==> src/rtl/core_load_unit.sv <==
// core_load_unit
//
// Per-core load sequencer. It takes a burst command (base address, word count)
// from a processing core and issues one storage request at a time. Each
// returned word is captured on the done pulse and parked in a small
// first-word-fall-through queue that the ALU drains through a valid/ready pair.
// If storage never answers a request, the burst is abandoned and a sticky
// timeout flag is raised.
//
// Ports:
//   clk, srst                 clock, synchronous active-high reset
//   cmd_valid / cmd_ready     burst command handshake
//   cmd_base_addr, cmd_len    first word address and word count (0 = no-op)
//   storage_ce, storage_addr  one-cycle request pulse and its address
//   data_to_alu, done         returned word and its one-cycle completion pulse
//   out_valid / out_ready     queue head handshake toward the ALU
//   out_data, out_last        head word and end-of-burst marker
//   busy                      a burst is in progress
//   err_timeout               sticky: the last burst was aborted by timeout
module core_load_unit #(
    parameter int ADDR_W    = 8,
    parameter int DATA_W    = 32,
    parameter int BUF_DEPTH = 4,
    parameter int TIMEOUT   = 255
) (
    input  logic              clk,
    input  logic              srst,
    input  logic              cmd_valid,
    output logic              cmd_ready,
    input  logic [ADDR_W-1:0] cmd_base_addr,
    input  logic [ADDR_W-1:0] cmd_len,
    output logic              storage_ce,
    output logic [ADDR_W-1:0] storage_addr,
    input  logic [DATA_W-1:0] data_to_alu,
    input  logic              done,
    output logic              out_valid,
    input  logic              out_ready,
    output logic [DATA_W-1:0] out_data,
    output logic              out_last,
    output logic              busy,
    output logic              err_timeout
);

    localparam int PTR_W = $clog2(BUF_DEPTH);
    localparam int CNT_W = PTR_W + 1;
    localparam int TMR_W = $clog2(TIMEOUT + 1);
    localparam logic [CNT_W-1:0] DEPTH_C  = CNT_W'(BUF_DEPTH);
    localparam logic [TMR_W-1:0] TMR_LAST = TMR_W'(TIMEOUT - 1);

    typedef enum logic [1:0] {
        S_IDLE,
        S_ISSUE,
        S_WAIT
    } state_t;

    state_t            state;
    state_t            state_nxt;
    logic [ADDR_W-1:0] base_q;
    logic [ADDR_W-1:0] len_q;
    logic [ADDR_W-1:0] idx_q;
    logic [TMR_W-1:0]  timer_q;
    logic              err_q;

    logic [DATA_W-1:0] buf_data [BUF_DEPTH];
    logic              buf_last [BUF_DEPTH];
    logic [PTR_W-1:0]  wr_ptr;
    logic [PTR_W-1:0]  rd_ptr;
    logic [CNT_W-1:0]  count;

    logic accept;
    logic has_space;
    logic issue;
    logic push;
    logic pop;
    logic is_last;
    logic timed_out;

    // A request only goes out when the queue can take its answer, so a push
    // can never land on a full queue. Requests are also suppressed in the
    // reset cycle so an abort never lets one more pulse escape.
    assign cmd_ready = (state == S_IDLE) && !srst;
    assign accept    = cmd_valid && cmd_ready;
    assign has_space = count < DEPTH_C;
    assign issue     = (state == S_ISSUE) && has_space && !srst;
    assign push      = (state == S_WAIT) && done;
    assign pop       = out_valid && out_ready;
    assign is_last   = idx_q == (len_q - ADDR_W'(1));
    assign timed_out = (state == S_WAIT) && !done && (timer_q == TMR_LAST);

    // The address is base+idx; idx only advances on done, so it stays stable
    // through the whole wait for that word and wraps naturally at the top.
    assign storage_ce   = issue;
    assign storage_addr = base_q + idx_q;
    assign busy         = state != S_IDLE;
    assign err_timeout  = err_q;

    assign out_valid = count != '0;
    assign out_data  = out_valid ? buf_data[rd_ptr] : '0;
    assign out_last  = out_valid ? buf_last[rd_ptr] : 1'b0;

    always_comb begin
        state_nxt = state;
        unique case (state)
            S_IDLE:  if (accept && (cmd_len != '0)) state_nxt = S_ISSUE;
            S_ISSUE: if (has_space) state_nxt = S_WAIT;
            S_WAIT: begin
                if (done) state_nxt = is_last ? S_IDLE : S_ISSUE;
                else if (timed_out) state_nxt = S_IDLE;
            end
            default: state_nxt = S_IDLE;
        endcase
    end

    // The timer holds the number of cycles since the request pulse: it reads
    // 1 in the first wait cycle, so the abort decision is taken in the cycle
    // TIMEOUT-1 after the pulse and the flag shows TIMEOUT cycles after it.
    always_ff @(posedge clk) begin
        if (srst) begin
            state   <= S_IDLE;
            base_q  <= '0;
            len_q   <= '0;
            idx_q   <= '0;
            timer_q <= '0;
            err_q   <= 1'b0;
            wr_ptr  <= '0;
            rd_ptr  <= '0;
            count   <= '0;
        end else begin
            state <= state_nxt;
            if (accept) begin
                base_q <= cmd_base_addr;
                len_q  <= cmd_len;
                idx_q  <= '0;
                err_q  <= 1'b0;
            end
            if (issue) timer_q <= TMR_W'(1);
            else if (state == S_WAIT) timer_q <= timer_q + TMR_W'(1);
            else timer_q <= '0;
            if (push) begin
                wr_ptr <= wr_ptr + PTR_W'(1);
                idx_q  <= idx_q + ADDR_W'(1);
            end
            if (timed_out) err_q <= 1'b1;
            if (pop) rd_ptr <= rd_ptr + PTR_W'(1);
            unique case ({push, pop})
                2'b10:   count <= count + CNT_W'(1);
                2'b01:   count <= count - CNT_W'(1);
                default: count <= count;
            endcase
        end
    end

    // Queue storage needs no reset; the pointers and count define what is valid.
    always_ff @(posedge clk) begin
        if (push) begin
            buf_data[wr_ptr] <= data_to_alu;
            buf_last[wr_ptr] <= is_last;
        end
    end

endmodule

==> config.mk <==
export PLATFORM = sky130hd
export DESIGN_NAME = core_load_unit
export DESIGN_NICKNAME = d
export VERILOG_FILES = /design/src/rtl/core_load_unit.sv
export SDC_FILE = /design/constraint.sdc
export NUM_CORES = 1
export LEC_CHECK = 0
export CAP_MARGIN = 20
export CORE_UTILIZATION = 55
export CTS_BUF_LIST = sky130_fd_sc_hd__clkbuf_4 sky130_fd_sc_hd__clkbuf_8 sky130_fd_sc_hd__clkbuf_16
export CTS_CLUSTER_SIZE = 14
export DETAILED_ROUTE_END_ITERATION = 7
export PLACE_DENSITY = 0.81
export RECOVER_POWER = 25
export SLEW_MARGIN = 20
export SYNTH_ARGS = -nofsm -noshare
export SYNTH_HDL_FRONTEND = slang
export SYNTH_SLANG_ARGS = --single-unit
export TNS_END_PERCENT = 20
==> constraint.sdc <==
create_clock -name clk -period 2.5 [get_ports clk]
set_clock_uncertainty 0.1 [all_clocks]
set_input_delay 0.5 -clock clk [delete_from_list [all_inputs] [get_ports clk]]
set_output_delay 0.5 -clock clk [all_outputs]
set_load 0.02 [all_outputs]
==> impl_summary.txt, run 1 <==
----------------------------------------------------
[Logic synthesis]
  Fraction of synthesized area in multiplexers ... 10.4%
  Number of warning messages in the yosys log ... 0
  Number of synthesized register bits ... 176
  Dominant combinational cell family by area after synthesis ... simple AND/OR/NAND/NOR gates
  Post-Syn Area ... 0.00736 sq mm
  Synthesized net count ... 566
  Average footprint of a synthesized cell ... 14.9 sq um
  Synthesized-area fraction occupied by and/or/nand/nor cells ... 12.1%
  Number of flops mapped to enable cells by yosys ... 132
  Arithmetic-cell share of the synthesized area counting full adders, half adders and majority gates ... 3.26%
  Top_reg_cell synth ... sky130_fd_sc_hd__edfxtp_1
  Post-synthesis compound-gate area fraction ... 2.91%
  Area share of the leading cell type in the synthesized netlist ... 53.9%
  Sequential share of the synthesized area ... 65.8%
  Unique masters post-synth ... 49
  Fraction of registers with async set or reset after synthesis ... 0%
  Top cells by area, synth ... sky130_fd_sc_hd__edfxtp_1 54%, sky130_fd_sc_hd__dfxtp_1 12%, sky130_fd_sc_hd__mux4_2 10%, sky130_fd_sc_hd__and2_1 3.0%, sky130_fd_sc_hd__ha_1 2.7%
  Area share of xor/xnor cells in the synthesized design ... 3.45%
  Post-Syn Instances ... 495
  Top cell type by total area after synthesis ... sky130_fd_sc_hd__edfxtp_1

[Global routing]
  Total congestion overflow ... 0
  Overall global routing resource usage ... 22.6%
  Global-route wire length before repair ... 23,400 um
  Pin count of the biggest net entering global routing ... 34
  Via count of the first global-routing pass ... 4,645
  Initial antenna violation count ... 0

[Finish]
  Area growth from synthesis to layout ... 28.2%
  Final #Nets ... 708
  Diode insertion count for antenna repair ... 0
  Final core utilization ... 73.5%
  Layout cells sized above 1 ... 28.0%
  Number of filler instances in the final layout ... 806

[Critical path]
  Category of the critical setup timing path ... register to primary output
  Crit path required time ... 1.90 ns
  Crit path arrival time ... 2.12 ns
  Critical register-to-register path startpoint ... count[2]
  Crit. path cell count ... 10
  Setup crit end ... storage_addr[6]
  Worst reg-to-reg path cell count ... 9
  Slowest stage cell, crit path ... sky130_fd_sc_hd__dfxtp_2
  RR Endpoint ... count[2]
  Critical-path cell list ... ha_4 > inv_2 > fa_2 > nor2b_2 > o21ai_2 > a21boi_2 > o21a_1 > nor2_2 > xnor2_2 > buf_4
  Crit path max fanout ... 2
  Cell family with the largest share of critical-path delay ... adder cells
  Buffers plus inverters on the worst setup path ... 2
  Source of the critical timing path ... base_q[0]
  Kind of launch point of the worst setup path ... register
  FF-to-FF setup slack ... 0.20 ns
  Kind of end point of the critical path ... primary output
  Critical Path Max Stage Delay ... 0.35 ns

[Timing]
  Final setup violation count ... 17
  Post-route clock period utilization ... 109%
  Slew of the pin with the lowest slew margin ... 0.372 ns
  Number of slew-limit violations in the final report ... 0
  Maximum clock frequency ... 367 MHz
  Total Neg Setup Slack ... -0.945 ns
  Hold Violations, Final ... 0
  Final worst path period need ... 2.72 ns
  Least setup slack across all paths after layout ... -0.224 ns
  Setup repair after global routing missed its margin ... yes
  Worst slew margin relative to its limit ... 74.9%

[Detailed routing]
  DR pass1 iterations ... 4
  Count of unresolved DRC violations after routing ... 0
  Via-to-Cell Ratio ... 5.51
  Remaining number of nets flagged by the antenna check after routing ... 0
  Detail-routed net length per standard cell ... 18.2 um
  Routed Wire Length ... 14,900 um
  Number of vias in the routed layout ... 4,527
  Drt first-iter violations ... 239

[Floorplanning]
  Total core area ... 0.0128 sq mm
  Initial core utilization ... 57.4%
  Area enclosed by the die boundary ... 0.0138 sq mm
  Boundary Pins ... 99
  Die height ... 118 um
  Number of cell rows ... 41
  Chip Width ... 118 um

[Placed design]
  Port-buffer cells ... 98
  Post-place setup slack ... -0.417 ns
  Final RePlAce weighted congestion ... 0.814
  Hpwl dp ... 9830 um

[Clock tree]
  Maximum clock path buffer count ... 2
  Number of clock sinks ... 176
  Number of levels the H-tree was split into ... 4
  Root Buffer Master ... sky130_fd_sc_hd__clkbuf_16
  Clock latency reported for the late side of the worst-skew pair ... 0.43 ns
  Number of hold-repair buffers added at the cts stage ... 0
  Cts bufs inserted ... 17
  TritonCTS clock tree ... done
  CTS clock-pin slew for the worst setup and hold paths ... 0.06 ns

[Min path]
  Classification of the worst-slack hold path ... register to register

[Power and ir drop]
  Overall power of the completed layout ... 6.86 mW
  Pwr per Cell Area ... 727 mW/mm^2
  Worst voltage drop across the vdd grid ... 404 uV
  Leakage power ... 3.47 nW

[Run]
  Max-capacitance violation count ... 0

[Outcome]
  Outcome ... complete, but fails checks
  Failing checks ... setup timing

----------------------------------------------------
layout make-up:
cell class,instances,area [sq um],share of cell area (%)
Multi-Input combinational cell,283,2450,26.0
Inverter,14,52.6,0.557
Tap cell,172,215,2.28
Timing Repair Buffer,145,1280,13.5
Clock buffer,19,440,4.67
Clock inverter,12,143,1.51
Sequential cell,176,4850,51.5
report_power, final:
part / leakage (nW) / internal [mW] / switching (mW)
clock network: 0.279 / 1.57 / 1.03
logic: 1.64 / 0.506 / 0.495
registers: 1.56 / 3.20 / 0.0524
total: 3.47 / 5.28 / 1.57
worst reg2reg max path, stage by stage (launching register included):
cell                      delay (ns)
sky130_fd_sc_hd__dfxtp_1        0.37
sky130_fd_sc_hd__or3_1          0.15
sky130_fd_sc_hd__buf_4          0.19
sky130_fd_sc_hd__and2_1         0.17
sky130_fd_sc_hd__ha_1           0.18
sky130_fd_sc_hd__inv_1          0.07
sky130_fd_sc_hd__fa_1           0.37
sky130_fd_sc_hd__xor2_1         0.17
sky130_fd_sc_hd__or3_1          0.31
sky130_fd_sc_hd__a21oi_1        0.15
kinds of logic after synthesis:
kind of cell | after synthesis
AOI/OAI and AO/OA | 32
xor gates and xnor gates | 29
adders and majority gates | 18
buffers and inverters | 36
DFF | 176
muxes | 35
and+or+nand+nor | 169
how the worst min path moves through the flow:
| stage | endpoint | slack [ns] | cells after the start | startpoint |
|---|---|---|---|---|
| 6_report | base_q[3] | 0.38 | 2 | base_q[3] |
| 5_1_grt | base_q[3] | 0.40 | 2 | base_q[3] |
| 4_1_cts | base_q[3] | 0.39 | 2 | base_q[3] |
| 3_5_place_dp | base_q[3] | 0.38 | 2 | base_q[3] |
| 3_3_place_gp | base_q[0] | 0.37 | 2 | base_q[0] |
| 2_1_floorplan | base_q[0] | 0.35 | 2 | base_q[0] |
Yosys cell counts (all sizes together) (3+ instances only):
cell type,instances
a21oi,10
and2,36
and3,9
buf,6
clkbuf,16
dfxtp,44
edfxtp,132
ha,16
inv,14
mux4,33
nand2,43
nand2b,5
nand3,11
nand3b,13
nor2,31
nor3,8
nor4,3
o21ai,5
o31ai,3
or3,3
xnor2,15
xor2,14
metrics by stage:
stage	hold slack, ns	instances	instance area (sq um)
final	0.383	821	9430
after global routing	0.401	821	9430
after CTS	0.389	816	9390
after detailed placement	0.378	780	8800
after global placement	0.367	780	8800
after floorplan	0.354	495	7370
sequential cells by signal, indices dropped and copies added (netlist names), named ones only:
name         flops
wr_ptr           2
base_q           8
timer_q          8
count            3
buf_data       128
state            2
err_timeout      1
idx_q            8
buf_last         4
len_q            8
rd_ptr           2
routing by layer:
layer  GRT usage (%)  wire length (um)  vias up
li1                -                 -     2115
met1            27.2              6080     2270
met2            39.0              7960      123
met3            5.04               636       19
met4            9.46               251        0
met5               0                 0        -
what timing repair did:
item / in CTS / in global routing
setup endpoints to repair: 43 / 29
gates cloned: 1 / 0
setup buffers: 5 / 5
gates resized for setup: 170 / 30
pin swaps: 8 / 3
layout by cell type, fill, tap and decap left out, drive strengths merged, types with 10 or more instances in the layout:
cell type	netlist	layout
edfxtp	132	132
buf	6	80
dfxtp	44	44
nand2	43	43
and2	36	36
clkdlybuf4s50	0	34
mux4	33	33
nor2	31	31
clkbuf	16	23
dlygate4sd3	0	21
ha	16	16
xnor2	15	15
inv	14	15
xor2	14	14
nand3b	13	13
nand3	11	11
a21oi	10	10
(Power assumes the default switching activity.)
==> run 2, diff against run 1 <==
Settings changed: SKIP_CTS_REPAIR_TIMING set to 1.
==> run 2 against run 1 <==
  * The run still ends with setup timing left
  * Clock-buffer cell count is the same
  * Setup slack lost 0.0051 ns
  * Combinational power is essentially flat
  * Largest power group unchanged
  * Highest routed layer unchanged
==> impl_summary.txt, run 2 (synthesis results as in run 1) <==
----------------------------------------------------
[Finish]
  Post-Layout Inst Area ... 0.00948 sq mm
  FF+latch area ... 0.00485 sq mm
  Final non-filler cell total ... 819
  Area of the multi-input gates ... 0.00246 sq mm
  Flip-flop count of the largest register, all copies and words added ... 128
  Number of filler instances in the final layout ... 793
  Commonest non-fill, non-tap cells in the layout ... 132 x sky130_fd_sc_hd__edfxtp_1, 44 x sky130_fd_sc_hd__buf_4, 43 x sky130_fd_sc_hd__nand2_1
  Layout cells sized above 1 ... 26.5%
  Most frequent standard cell in the layout excluding fill and tap cells ... sky130_fd_sc_hd__edfxtp_1
  Largest register by flop count ... buf_data
  Final #Nets ... 705
  Area growth from synthesis to layout ... 28.9%

[Global routing]
  Via count of the first global-routing pass ... 4,611
  Total congestion overflow ... 0
  Pin count of the biggest net entering global routing ... 34
  Global-route wire length before repair ... 22,800 um
  Overall global routing resource usage ... 21.9%
  Initial antenna violation count ... 1

[Clock tree]
  CTS clock-pin slew for the worst setup and hold paths ... 0.06 ns
  Cts bufs inserted ... 17
  Clock latency reported for the late side of the worst-skew pair ... 0.42 ns
  Maximum clock path buffer count ... 2
  Number of levels the H-tree was split into ... 4
  Root Buffer Master ... sky130_fd_sc_hd__clkbuf_16
  TritonCTS clock tree ... done
  Number of clock sinks ... 176

[Floorplanning]
  Total core area ... 0.0128 sq mm
  Chip Width ... 118 um
  Die height ... 118 um
  Initial core utilization ... 57.4%
  Area enclosed by the die boundary ... 0.0138 sq mm
  Boundary Pins ... 99
  Number of cell rows ... 41

[Detailed routing]
  Drt first-iter violations ... 221
  Detail-routed net length per standard cell ... 18.1 um
  Routed Wire Length ... 14,800 um
  Via-to-Cell Ratio ... 5.50
  Number of vias in the routed layout ... 4,504
  DR pass1 iterations ... 4
  Count of unresolved DRC violations after routing ... 0
  Remaining number of nets flagged by the antenna check after routing ... 0

[Outcome]
  Failing checks ... setup timing
  Outcome ... complete, but fails checks

[Timing]
  Slew of the pin with the lowest slew margin ... 0.371 ns
  Setup repair after global routing missed its margin ... yes
  Final setup violation count ... 6
  Number of slew-limit violations in the final report ... 0
  Least setup slack across all paths after layout ... -0.229 ns
  Hold Violations, Final ... 0
  Final worst path period need ... 2.73 ns
  Post-route clock period utilization ... 109%
  Maximum clock frequency ... 366 MHz
  Worst slew margin relative to its limit ... 75.0%

[Power and ir drop]
  Cell Int Power ... 5.28 mW
  Overall power of the completed layout ... 6.85 mW
  Switching power ... 1.57 mW
  Portion of total power attributed to sequential cells ... 47.5%
  Net switching fraction of the power ... 22.9%
  Clock network fraction of total power ... 37.9%
  Leakage power ... 3.66 nW
  Relative contribution of combinational cells to total power ... 14.6%
  Worst voltage drop across the vdd grid ... 428 uV
  Pwr per Cell Area ... 722 mW/mm^2

[Placed design]
  Final RePlAce weighted congestion ... 0.814
  Hpwl dp ... 9830 um
  Port-buffer cells ... 98
  Number of placed instances with taps included ... 780
  DP Area ... 0.00880 sq mm

[Critical path]
  Category of the critical setup timing path ... register to primary output
  Kind of launch point of the worst setup path ... register
  Crit path max fanout ... 2
  Crit path required time ... 1.90 ns
  Crit path arrival time ... 2.13 ns
  Kind of end point of the critical path ... primary output

[Min path]
  Classification of the worst-slack hold path ... register to register

[Run]
  Max-capacitance violation count ... 0

----------------------------------------------------
==> run 2: routing by layer <==
metal	GRT usage, %	vias up	wire (um)
li1	-	2112	-
met5	0	-	0
met1	26.3	2258	6200
met4	9.21	0	273
met3	5.04	24	605
met2	37.7	110	7750
==> run 2: cell type report <==
cell class	count	share of cell area (%)
clock inverters	12	1.50
inverters	14	0.554
flip-flops and latches	176	51.2
multi-input cells	283	25.9
clock buffers	19	4.64
repair buffers	142	13.9
well taps	172	2.27
diodes	1	0.0264
==> run 2: path summary, 6_finish.rpt <==
check,startpoint,end,slack (ns),depth (start not counted)
hold reg to reg,len_q[7],len_q[7],0.39,2
hold / removal,len_q[7],len_q[7],0.39,2
setup reg to reg,count[0],count[2],0.17,9
setup / recovery,base_q[0],storage_addr[7],-0.23,8
==> run 2: per-stage QoR <==
stage / worst slack (ns) / utilization [%] / hold WS, ns / TNS (ns)
2_1_floorplan: 0.0738 / - / 0.354 / 0
3_3_place_gp: -0.378 / 68.6 / 0.367 / -0.920
3_5_place_dp: -0.417 / 68.6 / 0.378 / -1.28
4_1_cts: -0.880 / 73.2 / 0.389 / -16.57
5_1_grt: -0.333 / 74.0 / 0.421 / -2.50
6_report: -0.229 / 74.0 / 0.389 / -0.526
==> run 2: power by group through the flow <==
stage,Combinational [mW],Sequential [mW],Clock [mW]
2_1_floorplan,0.570,3.29,0
3_3_place_gp,0.991,3.30,0
3_5_place_dp,1.01,3.31,0
4_1_cts,1.02,3.25,2.63
5_1_grt,1.08,3.26,2.75
6_report,1.00,3.25,2.60
==> run 2: critical path: stages, from the launching register on <==
cell	delay (ns)
sky130_fd_sc_hd__dfxtp_2	0.33
sky130_fd_sc_hd__ha_4	0.16
sky130_fd_sc_hd__buf_4	0.12
sky130_fd_sc_hd__a21o_1	0.18
sky130_fd_sc_hd__a21oi_2	0.17
sky130_fd_sc_hd__o21ai_2	0.09
sky130_fd_sc_hd__o41ai_2	0.31
sky130_fd_sc_hd__xnor2_1	0.17
sky130_fd_sc_hd__buf_4	0.17
==> run 3, diff against run 2 <==
Settings changed: ABC_CLOCK_PERIOD_IN_PS set to 2500.
==> results of run 3 <==
Final layout, timing and power as in run 2 (identical DEF).
